--- config.mk ---
export PLATFORM = sky130hd
export DESIGN_NAME = alu64_block_flat
export DESIGN_NICKNAME = d
export VERILOG_FILES = /design/src/rtl/alu64_block_if.sv /design/src/rtl/alu64_block.sv /design/src/flat_wrapper.sv
export SDC_FILE = /design/constraint.sdc
export NUM_CORES = 1
export LEC_CHECK = 0
export ABC_AREA = 1
export CAP_MARGIN = 20
export CORE_MARGIN = 2
export CORE_UTILIZATION = 47
export CTS_CLUSTER_SIZE = 30
export DETAILED_ROUTE_END_ITERATION = 10
export HOLD_SLACK_MARGIN = 0.05
export PLACE_DENSITY = 0.8
export SYNTH_ARGS = -nofsm -noshare
export SYNTH_HDL_FRONTEND = slang
export SYNTH_SLANG_ARGS = --single-unit
--- constraint.sdc ---
create_clock -name clk -period 0.8 [get_ports clk]
set_input_delay 0.16 -clock clk [delete_from_list [all_inputs] [get_ports clk]]
set_output_delay 0.16 -clock clk [all_outputs]
set_load 0.005 [all_outputs]
--- src/rtl/alu64_block_if.sv ---
// alu64_block operand/select/result bundle.
// master drives operands and select, slave returns the result.
interface alu64_block_if #(
  parameter int WIDTH = 64
);
  logic [WIDTH-1:0] Ain;
  logic [WIDTH-1:0] Bin;
  logic             S0;
  logic             S1;
  logic [WIDTH:0]   Final_Output;

  modport master (
    output Ain,
    output Bin,
    output S0,
    output S1,
    input  Final_Output
  );

  modport slave (
    input  Ain,
    input  Bin,
    input  S0,
    input  S1,
    output Final_Output
  );
endinterface

--- src/rtl/alu64_block.sv ---
// Y86-64 execute ALU: ADD/SUB/AND/XOR with signed overflow.
// One registered result per cycle, async active-low reset.
module alu64_block #(
  parameter int WIDTH = 64
) (
  input  logic         clk,
  input  logic         rst_n,
  alu64_block_if.slave bus
);

  localparam logic [1:0] OP_ADD = 2'b00;
  localparam logic [1:0] OP_SUB = 2'b01;
  localparam logic [1:0] OP_AND = 2'b10;
  localparam logic [1:0] OP_XOR = 2'b11;

  logic [1:0]       sel;
  logic             sub;
  logic [WIDTH-1:0] a;
  logic [WIDTH-1:0] b;
  logic [WIDTH-1:0] b_eff;
  logic [WIDTH-1:0] cy;
  logic [WIDTH-1:0] sum;
  logic [WIDTH-1:0] and_v;
  logic [WIDTH-1:0] xor_v;
  logic             ovf;
  logic [WIDTH:0]   final_d;
  logic [WIDTH:0]   final_q;

  assign sel   = {bus.S1, bus.S0};
  assign sub   = (sel == OP_SUB);
  assign a     = bus.Ain;
  assign b     = bus.Bin;
  assign b_eff = sub ? ~b : b;
  assign cy[0] = sub;

  // Ripple adder shared by ADD and SUB (SUB = A + ~B + 1).
  for (genvar i = 0; i < WIDTH; i++) begin : g_fa
    assign sum[i]   = a[i] ^ b_eff[i] ^ cy[i];
    assign and_v[i] = a[i] & b[i];
    assign xor_v[i] = a[i] ^ b[i];
    if (i < WIDTH - 1) begin : g_cy
      assign cy[i+1] = (a[i] & b_eff[i])
                     | (cy[i] & (a[i] ^ b_eff[i]));
    end
  end

  // Signed overflow: adder inputs agree in sign, result does not.
  assign ovf = (a[WIDTH-1] == b_eff[WIDTH-1])
             & (sum[WIDTH-1] != a[WIDTH-1]);

  // Result mux; overflow only meaningful for arithmetic.
  always_comb begin
    final_d = '0;
    case (sel)
      OP_ADD:  final_d = {ovf, sum};
      OP_SUB:  final_d = {ovf, sum};
      OP_AND:  final_d = {1'b0, and_v};
      OP_XOR:  final_d = {1'b0, xor_v};
      default: final_d = '0;
    endcase
  end

  // Output register, cleared asynchronously.
  always_ff @(posedge clk or negedge rst_n) begin
    if (!rst_n) final_q <= '0;
    else        final_q <= final_d;
  end

  assign bus.Final_Output = final_q;

endmodule

--- src/flat_wrapper.sv ---
// flat-port wrapper written by rule: the top's interface ports become plain ports
module alu64_block_flat 
#(
  parameter int WIDTH = 64
)
  (clk, rst_n, bus_Ain, bus_Bin, bus_S0, bus_S1, bus_Final_Output);
  alu64_block_if #(.WIDTH(WIDTH)) bus_i ();
  input  logic clk;
  input  logic rst_n;
  input wire logic [$bits(bus_i.Ain)-1:0] bus_Ain;
  input wire logic [$bits(bus_i.Bin)-1:0] bus_Bin;
  input wire logic [$bits(bus_i.S0)-1:0] bus_S0;
  input wire logic [$bits(bus_i.S1)-1:0] bus_S1;
  output wire logic [$bits(bus_i.Final_Output)-1:0] bus_Final_Output;
  assign bus_i.Ain = bus_Ain;
  assign bus_i.Bin = bus_Bin;
  assign bus_i.S0 = bus_S0;
  assign bus_i.S1 = bus_S1;
  assign bus_Final_Output = bus_i.Final_Output;
  alu64_block #(.WIDTH(WIDTH)) u_core (.clk(clk), .rst_n(rst_n), .bus(bus_i));
endmodule
==> results of run 1 <==
synth_stat cells:
cell	n
inv_4	1
inv_2	1
buf_6	13
nand2_2	1
nor2_1	1
xor2_1	61
fa_1	62
clkbuf_1	10
clkinv_4	1
nand3_2	1
a21oi_1	2
inv_1	67
buf_2	1
o211ai_1	61
or2_4	1
buf_1	1
buf_4	1
ha_1	64
nand2_1	139
xnor2_1	1
dfrtp_1	65
nand3_1	6
routing by layer:
layer | GRT usage [%] | vias to the layer above | routed length, µm
met4 | 11.5 | 0 | 442
met1 | 27.3 | 2422 | 5850
met5 | 0 | - | 0
met2 | 45.0 | 144 | 8350
li1 | - | 2291 | -
met3 | 4.50 | 33 | 774
per-stage QoR:
step / cell area, µm² / power, W / instances / TNS, ns / utilization [%]
after floorplan: 5930 / 0.00666 / 561 / -786.40 / -
after global placement: 8410 / 0.00947 / 941 / -826.66 / 70.3
after detailed placement: 8410 / 0.00976 / 941 / -834.84 / 70.3
after CTS: 8410 / 0.0132 / 957 / -783.65 / 70.3
after global routing: 8440 / 0.0139 / 960 / -801.10 / 70.6
final: 8440 / 0.0130 / 960 / -777.76 / 70.6
timing repair:
action | CTS | global route
endpoints found under the setup margin | 130 | 129
cloned | 0 | 0
hold endpoints to repair | 65 | 0
pin swaps | 3 | 3
resized for setup | 278 | 5
hold buffers | 1 | 0
setup buffers | 0 | 1
power groups by stage:
stage | Sequential [W] | Clock (W) | Combinational, W
2_1_floorplan | 0.00424 | 0 | 0.00242
3_3_place_gp | 0.00416 | 0 | 0.00531
3_5_place_dp | 0.00416 | 0 | 0.00560
4_1_cts | 0.00408 | 0.00405 | 0.00504
5_1_grt | 0.00414 | 0.00419 | 0.00559
6_report | 0.00408 | 0.00398 | 0.00497
worst paths after layout:
check	startpoint	end	slack, ns	cells after the start
hold / removal	rst_n	u_core.bus.Final_Output[58]	0.23	2
setup / recovery	bus_S1	u_core.bus.Final_Output[63]	-23.02	73
min in group clk	bus_Bin[1]	u_core.bus.Final_Output[1]	0.28	4
max in group asynchronous	rst_n	u_core.bus.Final_Output[36]	0.16	3
layout make-up:
| cell class | count | area share [%] |
|---|---|---|
| Inverter | 70 | 3.26 |
| Clock buffer | 12 | 3.04 |
| Timing Repair Buffer | 261 | 26.3 |
| Multi-Input combinational cell | 400 | 45.4 |
| Clock inverter | 3 | 0.474 |
| Tap cell | 147 | 2.18 |
| Sequential cell | 65 | 19.3 |
| Antenna cell | 2 | 0.0593 |
cells by family after synthesis:
group / count (synthesis)
buf+inv: 96
simple gates: 149
xor+xnor: 62
flops: 65
fa+ha+maj: 126
compound gates: 63
critical path, delay by kind of cell:
kind                       cells  cell delay (ns)
AOI/OAI and AO/OA              1             0.05
buffers and inverters          5             0.42
adders and majority gates     62            23.07
and+or+nand+nor                5             0.32
==> results_dict.tcl, run 1 <==
set metrics [dict create \
    cts_tree "yes" \
    cts_buffers 9 \
    drive_gt1_share_pct 27.9 \
    crit_arrival_ns 24.09 \
    first_iter_violations 162 \
    worst_setup_path_start_kind "primary input" \
    yosysWarnings 0 \
    rows 40 \
    synth_area_per_cell_um2 10.2 \
    grt_max_degree 63 \
    setup_slack_ns -23.02 \
    maxSlewHeadroom_pct 60.9 \
    netlist_top_cells_area "dfrtp_1 (28%), fa_1 (22%), ha_1 (14%)" \
    grt_setup_unrepaired "true" \
    nFillCells 916 \
    nets 1065 \
    synth_top_family_by_area "adder cells" \
    grtUsageTotal_pct 24.5 \
    final_cell_mix "nand2_1 (136), clkdlybuf4s50_1 (124), buf_2 (65), dfrtp_1 (65)" \
    max-vdd-ir-drop_mv 0.779 \
    hold_slack_ns 0.230 \
    synth_compound_area_share_pct 8.17 \
    dieArea_mm2 0.0131 \
    p_leak_nw 3.88 \
    synth_xor_area_share_pct 9.48 \
    ys_seq_area_share_pct 28.4 \
    worst_hold_path_type "in2async" \
    die_w_um 114 \
    syn_nets 819 \
    finalSetupViolations 129 \
    power_frac_comb_pct 38.1 \
    worstSetupPathType "in2reg" \
    io_buffers 196 \
    power_density_mw_per_mm2 1540 \
    antenna_found_initial 2 \
    seqCellArea_mm2 0.00163 \
    multi_input_area_mm2 0.00383 \
    grt_overflow 0 \
    crit_fanout 5 \
    maxClockFrequency_mhz 42.0 \
    power_frac_seq_pct 31.3 \
    clockBufferDepth 2 \
    cts_root_buf "clkbuf_16" \
    firstDrtPassIters 4 \
    initial_utilization_pct 47.9 \
    intPower_w 0.00910 \
    clkPwrFrac_pct 30.5 \
    cap_violations 0 \
    core_mm2 0.0120 \
    power.switching_w 0.00393 \
    hold_viol 0 \
    gp_congestion 0.881 \
    syn_area_mm2 0.00573 \
    synth_top_area_share_pct 28.4 \
    syn_inst 561 \
    ys_ff_latch 65 \
    clkTransAtPathRegs_ns 0.06 \
    htree_levels 3 \
    synth_fa_ha_area_share_pct 35.6 \
    area_growth_pct 47.3 \
    vias 4890 \
    path_common_cell "fa_2" \
    cpPeakStageDelay_ns 0.40 \
    drc 0 \
    drt_wl_total_um 15400 \
    grt_pass1_vias 5454 \
    slew_violations 0 \
    status "finished with violations" \
    critPathRequiredTime_ns 1.07 \
    wl_per_cell_um 16.1 \
    synth_mux_area_share_pct 0 \
    yosys.area_share.simple_pct 10.1 \
    io_pins 197 \
    p_sw_share_pct 30.1 \
    crit_path_top_delay_cell "fa_2" \
    antenna_left 0 \
    violations "setup timing" \
    grt_pass1_wl_um 25000 \
    worstMarginPinSlew_ns 0.586 \
    dieHeight_um 114 \
    yosys.area.top_type "dfrtp_1" \
    cp-end-kind "flip-flop" \
    via_per_inst 5.09 \
    final_common_cell "nand2_1" \
    cts.sinks 65 \
    dp_hpwl_um 12000 \
    largest_reg_flops 65 \
    min_period_ns 23.82 \
    synthDistinctLibCells 22 \
    fin_crit_sh_pct 2980 \
    dp_slack_ns -23.97 \
]
No activity file was read; power rests on OpenSTA's default activity.
==> run 2, diff against run 1 <==
--- a/config.mk
+++ b/config.mk
@@ -6,7 +6,7 @@
 export NUM_CORES = 1
 export LEC_CHECK = 0
 export ABC_AREA = 1
-export CAP_MARGIN = 20
+export CAP_MARGIN = 5
 export CORE_MARGIN = 2
 export CORE_UTILIZATION = 47
 export CTS_CLUSTER_SIZE = 30
==> results of run 2 <==
Same layout as run 1: the final DEF is identical, and so are final timing and power.
